$ cat config.mk
export PLATFORM = sky130hd
export DESIGN_NAME = gpio_irq_flat
export DESIGN_NICKNAME = d
export VERILOG_FILES = /design/src/rtl/gpio_irq_if.sv /design/src/rtl/gpio_irq.sv /design/src/flat_wrapper.sv
export SDC_FILE = /design/constraint.sdc
export NUM_CORES = 1
export LEC_CHECK = 0
export ABC_AREA = 1
export CORE_MARGIN = 2
export CORE_UTILIZATION = 36
export CTS_CLUSTER_SIZE = 40
export DETAILED_ROUTE_END_ITERATION = 16
export PLACE_DENSITY = 0.68
export SLEW_MARGIN = 15
export SYNTH_ARGS = -nofsm -noshare
export SYNTH_HDL_FRONTEND = slang
export SYNTH_SLANG_ARGS = --single-unit
$ cat constraint.sdc
create_clock -name clk -period 1.1 [get_ports clk]
set_input_delay 0.22 -clock clk [delete_from_list [all_inputs] [get_ports clk]]
set_output_delay 0.22 -clock clk [all_outputs]
set_load 0.1 [all_outputs]
$ cat src/rtl/gpio_irq_if.sv
// rtl/gpio_irq_if.sv - peripheral bus bundle for the gpio input/interrupt block
interface gpio_irq_if;
    logic        we;
    logic [3:0]  sel;
    logic [31:0] dat;
    logic [31:0] rdt;
    logic        irq;

    modport master (output we, sel, dat, input rdt, irq);
    modport slave  (input we, sel, dat, output rdt, irq);
endinterface

$ cat src/rtl/gpio_irq.sv
// rtl/gpio_irq.sv - synchronised, debounced 8-pin input with edge-detect sticky interrupt
module gpio_irq #(
    parameter int DEB_CYCLES = 16
) (
    input  logic       clk,
    input  logic       rst,
    input  logic [7:0] gpi,
    gpio_irq_if.slave  bus
);

    localparam int CW = (DEB_CYCLES > 1) ? $clog2(DEB_CYCLES) : 1;
    localparam logic [CW-1:0] CNT_MAX = CW'(DEB_CYCLES - 1);

    logic [7:0]    s0;
    logic [7:0]    s1;
    logic [7:0]    level;
    logic [7:0]    pending;
    logic [7:0]    rise_en;
    logic [7:0]    fall_en;
    logic [7:0]    byp;
    logic          we1;
    logic [CW-1:0] cnt   [8];
    logic [CW-1:0] cnt_n [8];
    logic [7:0]    level_n;
    logic [7:0]    accept;
    logic [7:0]    set_mask;
    logic [7:0]    clr_mask;

    always_comb begin
        for (int i = 0; i < 8; i++) begin
            level_n[i] = level[i];
            cnt_n[i]   = cnt[i];
            accept[i]  = 1'b0;
            if (byp[i]) begin
                level_n[i] = s1[i];
                cnt_n[i]   = '0;
                accept[i]  = (s1[i] != level[i]);
            end else if (s1[i] == level[i]) begin
                cnt_n[i] = '0;
            end else if (cnt[i] == CNT_MAX) begin
                level_n[i] = s1[i];
                cnt_n[i]   = '0;
                accept[i]  = 1'b1;
            end else begin
                cnt_n[i] = cnt[i] + CW'(1);
            end
        end
    end

    // Enables are sampled on the accept cycle; a concurrent W1C loses to the set.
    assign set_mask = accept & ((level_n & rise_en) | (~level_n & fall_en));
    assign clr_mask = (we1 && bus.sel[2]) ? bus.dat[23:16] : 8'h00;

    always_ff @(posedge clk) begin
        if (rst) begin
            s0      <= '0;
            s1      <= '0;
            level   <= '0;
            pending <= '0;
            rise_en <= '0;
            fall_en <= '0;
            byp     <= '0;
            we1     <= 1'b0;
            for (int i = 0; i < 8; i++) begin
                cnt[i] <= '0;
            end
        end else begin
            s0      <= gpi;
            s1      <= s0;
            level   <= level_n;
            pending <= (pending & ~clr_mask) | set_mask;
            // The bus holds we for two cycles; only the first produces a strobe.
            we1     <= !we1 && bus.we;
            for (int i = 0; i < 8; i++) begin
                cnt[i] <= cnt_n[i];
            end
            if (we1) begin
                if (bus.sel[0]) rise_en <= bus.dat[7:0];
                if (bus.sel[1]) fall_en <= bus.dat[15:8];
                if (bus.sel[3]) byp     <= bus.dat[31:24];
            end
        end
    end

    assign bus.rdt = {fall_en, rise_en, pending, level};
    assign bus.irq = |pending;

endmodule

$ cat src/flat_wrapper.sv
// flat-port wrapper written by rule: the top's interface ports become plain ports
module gpio_irq_flat 
#(
    parameter int DEB_CYCLES = 16
)
  (clk, rst, gpi, bus_we, bus_sel, bus_dat, bus_rdt, bus_irq);
  gpio_irq_if bus_i ();
  input  logic clk;
  input  logic rst;
  input  logic [7:0] gpi;
  input wire logic [$bits(bus_i.we)-1:0] bus_we;
  input wire logic [$bits(bus_i.sel)-1:0] bus_sel;
  input wire logic [$bits(bus_i.dat)-1:0] bus_dat;
  output wire logic [$bits(bus_i.rdt)-1:0] bus_rdt;
  output wire logic [$bits(bus_i.irq)-1:0] bus_irq;
  assign bus_i.we = bus_we;
  assign bus_i.sel = bus_sel;
  assign bus_i.dat = bus_dat;
  assign bus_rdt = bus_i.rdt;
  assign bus_irq = bus_i.irq;
  gpio_irq #(.DEB_CYCLES(DEB_CYCLES)) u_core (.clk(clk), .rst(rst), .gpi(gpi), .bus(bus_i));
endmodule
==> flow_metrics.tcl <==
set metrics [dict create \
    outcome "complete, but fails checks" \
    violations "negative setup slack" \
    skew_ps 9.06 \
    slew_viol_final 0 \
    rows 37 \
    critPathArrivalTime_ps 1280 \
    required_ps 880 \
    start_util_pct 36.4 \
    crit_path_max_fanout 2 \
    synth.top_cell.area_share_pct 48.0 \
    finalCriticalPeriod_ps 1500 \
    final_antenna_net_count 0 \
    grt_pass1_wl_um 15500 \
    vias_per_cell 4.62 \
    crit_buf_inv 1 \
    synth_warnings 0 \
    hpwl_um 6920 \
    grt_pass1_vias 3340 \
    cts_sinks 89 \
    endpoint_kind "output port" \
    layout_common_cells "67 x inv_1, 55 x nor2_1, 46 x clkdlybuf4s50_1, 46 x buf_4" \
    period_share_pct 137 \
    dr.pass1.iters 4 \
    setup_slack_ps -402 \
    synth-seq-cells 89 \
    drt_iter0_drc 55 \
    p_leak_nw 2.43 \
    finalSetupViolCount 40 \
    synth_cell_types 31 \
    rsz0062_at_grt "yes" \
    relSlewSlack_pct 81.3 \
    yosysSeqAreaShare_pct 48.0 \
    core_sq_mm 0.0102 \
    cts.clk_slew.worst_paths_ps 80 \
    min-delay-path-class "input pin to register" \
    design_area_sq_mm 0.00615 \
    peakVddDrop_v 0.000662 \
    tns_ps -1850 \
    die_area_sq_mm 0.0111 \
    hold_buffers 0 \
    grt_max_degree 18 \
    placed_cell_area_sq_mm 0.00532 \
    grt.total_usage_pct 17.4 \
    syn_to_final_growth_pct 65.7 \
    tightestPinTransition_ps 278 \
    drt-total-wl_um 9780 \
    io_buffer_count 79 \
    cp_slowest_cell "dfxtp_4" \
    hold_viol 0 \
    drc 0 \
    ys_top_cells_by_area "dfxtp_1 48%, inv_1 7.1%, nor2_1 6.6%, nand2_1 6.3%, nand3_1 5.4%" \
    die-width_um 106 \
    cts_buffers 9 \
    power.density_mw_per_mm2 1150 \
    cp-start-kind "register" \
    mappedNetlistArea_sq_mm 0.00371 \
    die_h_um 106 \
    num_vias 3370 \
    grt_overflow 0 \
    cts_tree "built" \
    cp_cell_sequence "nor4_4 > nand2_4 > buf_12" \
    path_class "register to output port" \
    cts_max_level 3 \
    maxCapViolations 0 \
    num_antenna_cells 0 \
    routabilityCongestion 0.807 \
    netlist_instances 457 \
    nNetsFinal 644 \
    insertion_delay_ps 350 \
    avgSynthCellArea_sq_um 8.12 \
    slowest_delay_ps 350 \
    clock_path_buffers 2 \
    drive_gt1_share_pct 44.3 \
    synth.largest_area_cell "dfxtp_1" \
    wl_per_cell_um 13.4 \
    cts-root-buf "clkbuf_8" \
    io_pins 80 \
    mostFrequentLayoutCell "inv_1" \
    grt_antenna_before_repair 0 \
    critPathTopFamily "simple AND/OR/NAND/NOR gates" \
    synth_nets 512 \
    p_total_w 0.00709 \
    fmax_mhz 666 \
]
state kept, by name, summed over array words and instances (netlist names):
name            cells
u_core.s0           8
u_core.byp          8
u_core.fall_en      8
u_core.pending      8
u_core.cnt         32
u_core.rise_en      8
u_core.we1          1
u_core.s1           8
u_core.level        8
path summary, 6_finish.rpt:
kind	startpoint	endpoint	slack [ps]	cells past startpoint
worst min register to register	u_core.s0[3]$_SDFF_PP0_	u_core.s1[3]$_SDFF_PP0_	400	2
worst min-delay path	gpi[5]	u_core.s0[5]$_SDFF_PP0_	370	3
worst max-delay path	u_core.pending[0]$_SDFF_PP0_	bus_irq	-400	3
worst max register to register	u_core.cnt[1][12]$_SDFF_PP0_	u_core.cnt[1][13]$_SDFF_PP0_	-60	7
through the flow:
stage | setup slack [ps] | cells | hold slack [ps] | utilization, %
2_1_floorplan | -135 | 457 | 327 | -
3_5_place_dp | -261 | 695 | 395 | 52.2
6_report | -402 | 730 | 375 | 60.4
3_3_place_gp | -245 | 695 | 390 | 52.2
5_1_grt | -445 | 730 | 369 | 60.4
4_1_cts | -425 | 721 | 370 | 57.1
timing repair:
action,in CTS,in global routing
buffers inserted,10,10
endpoints found under the setup margin,49,61
pin swaps,22,32
resized for setup,54,67
cells by family (layout without fill, tap and decap cells):
logic type | after synthesis | count (layout) | synth area share (%)
compound gates | 57 | 57 | 8.40
xor+xnor | 8 | 8 | 1.89
fa+ha+maj | 8 | 8 | 2.70
buf+inv | 89 | 226 | 10.6
flops | 89 | 89 | 48.0
simple gates | 206 | 206 | 28.4
Yosys cell counts (all sizes together):
library cell,number
a21oi,33
nand4,8
o21ai,24
buf,11
xor2,8
dfxtp,89
inv,76
ha,8
clkbuf,1
or2,5
nand3,48
nor4,2
nand2,69
nor3,8
nor2,66
clkinv,1
final cells by class:
| cell class | instances | area (sq um) |
|---|---|---|
| tap | 136 | 170 |
| multi-input combinational | 279 | 1970 |
| timing repair buffer | 133 | 1570 |
| sequential | 89 | 1910 |
| fill | 848 | 4040 |
| inverter | 77 | 304 |
| clock inverter | 1 | 30.0 |
| clock buffer | 15 | 198 |
where the power goes:
group	internal (W)	switching, W
Clock	0.00138	0.00111
Sequential	0.00329	0.0000875
Combinational	0.000532	0.000690
Total	0.00520	0.00189
layer usage:
metal / part of all wire (%) / track usage, % / vias to the layer above
li1: - / - / 1705
met1: 42 / 21.5 / 1572
met2: 52 / 30.0 / 80
met3: 4.6 / 3.53 / 13
met4: 1.6 / 6.39 / 0
met5: 0 / 0 / -
worst register-to-register path: cells and delay by family, from the launching register on:
kind | cells | cell delay (ps)
adders and majority gates | 1 | 160
buffers and inverters | 2 | 250
DFF | 1 | 340
and+or+nand+nor | 4 | 350
Power figures use the tool's default switching activity.
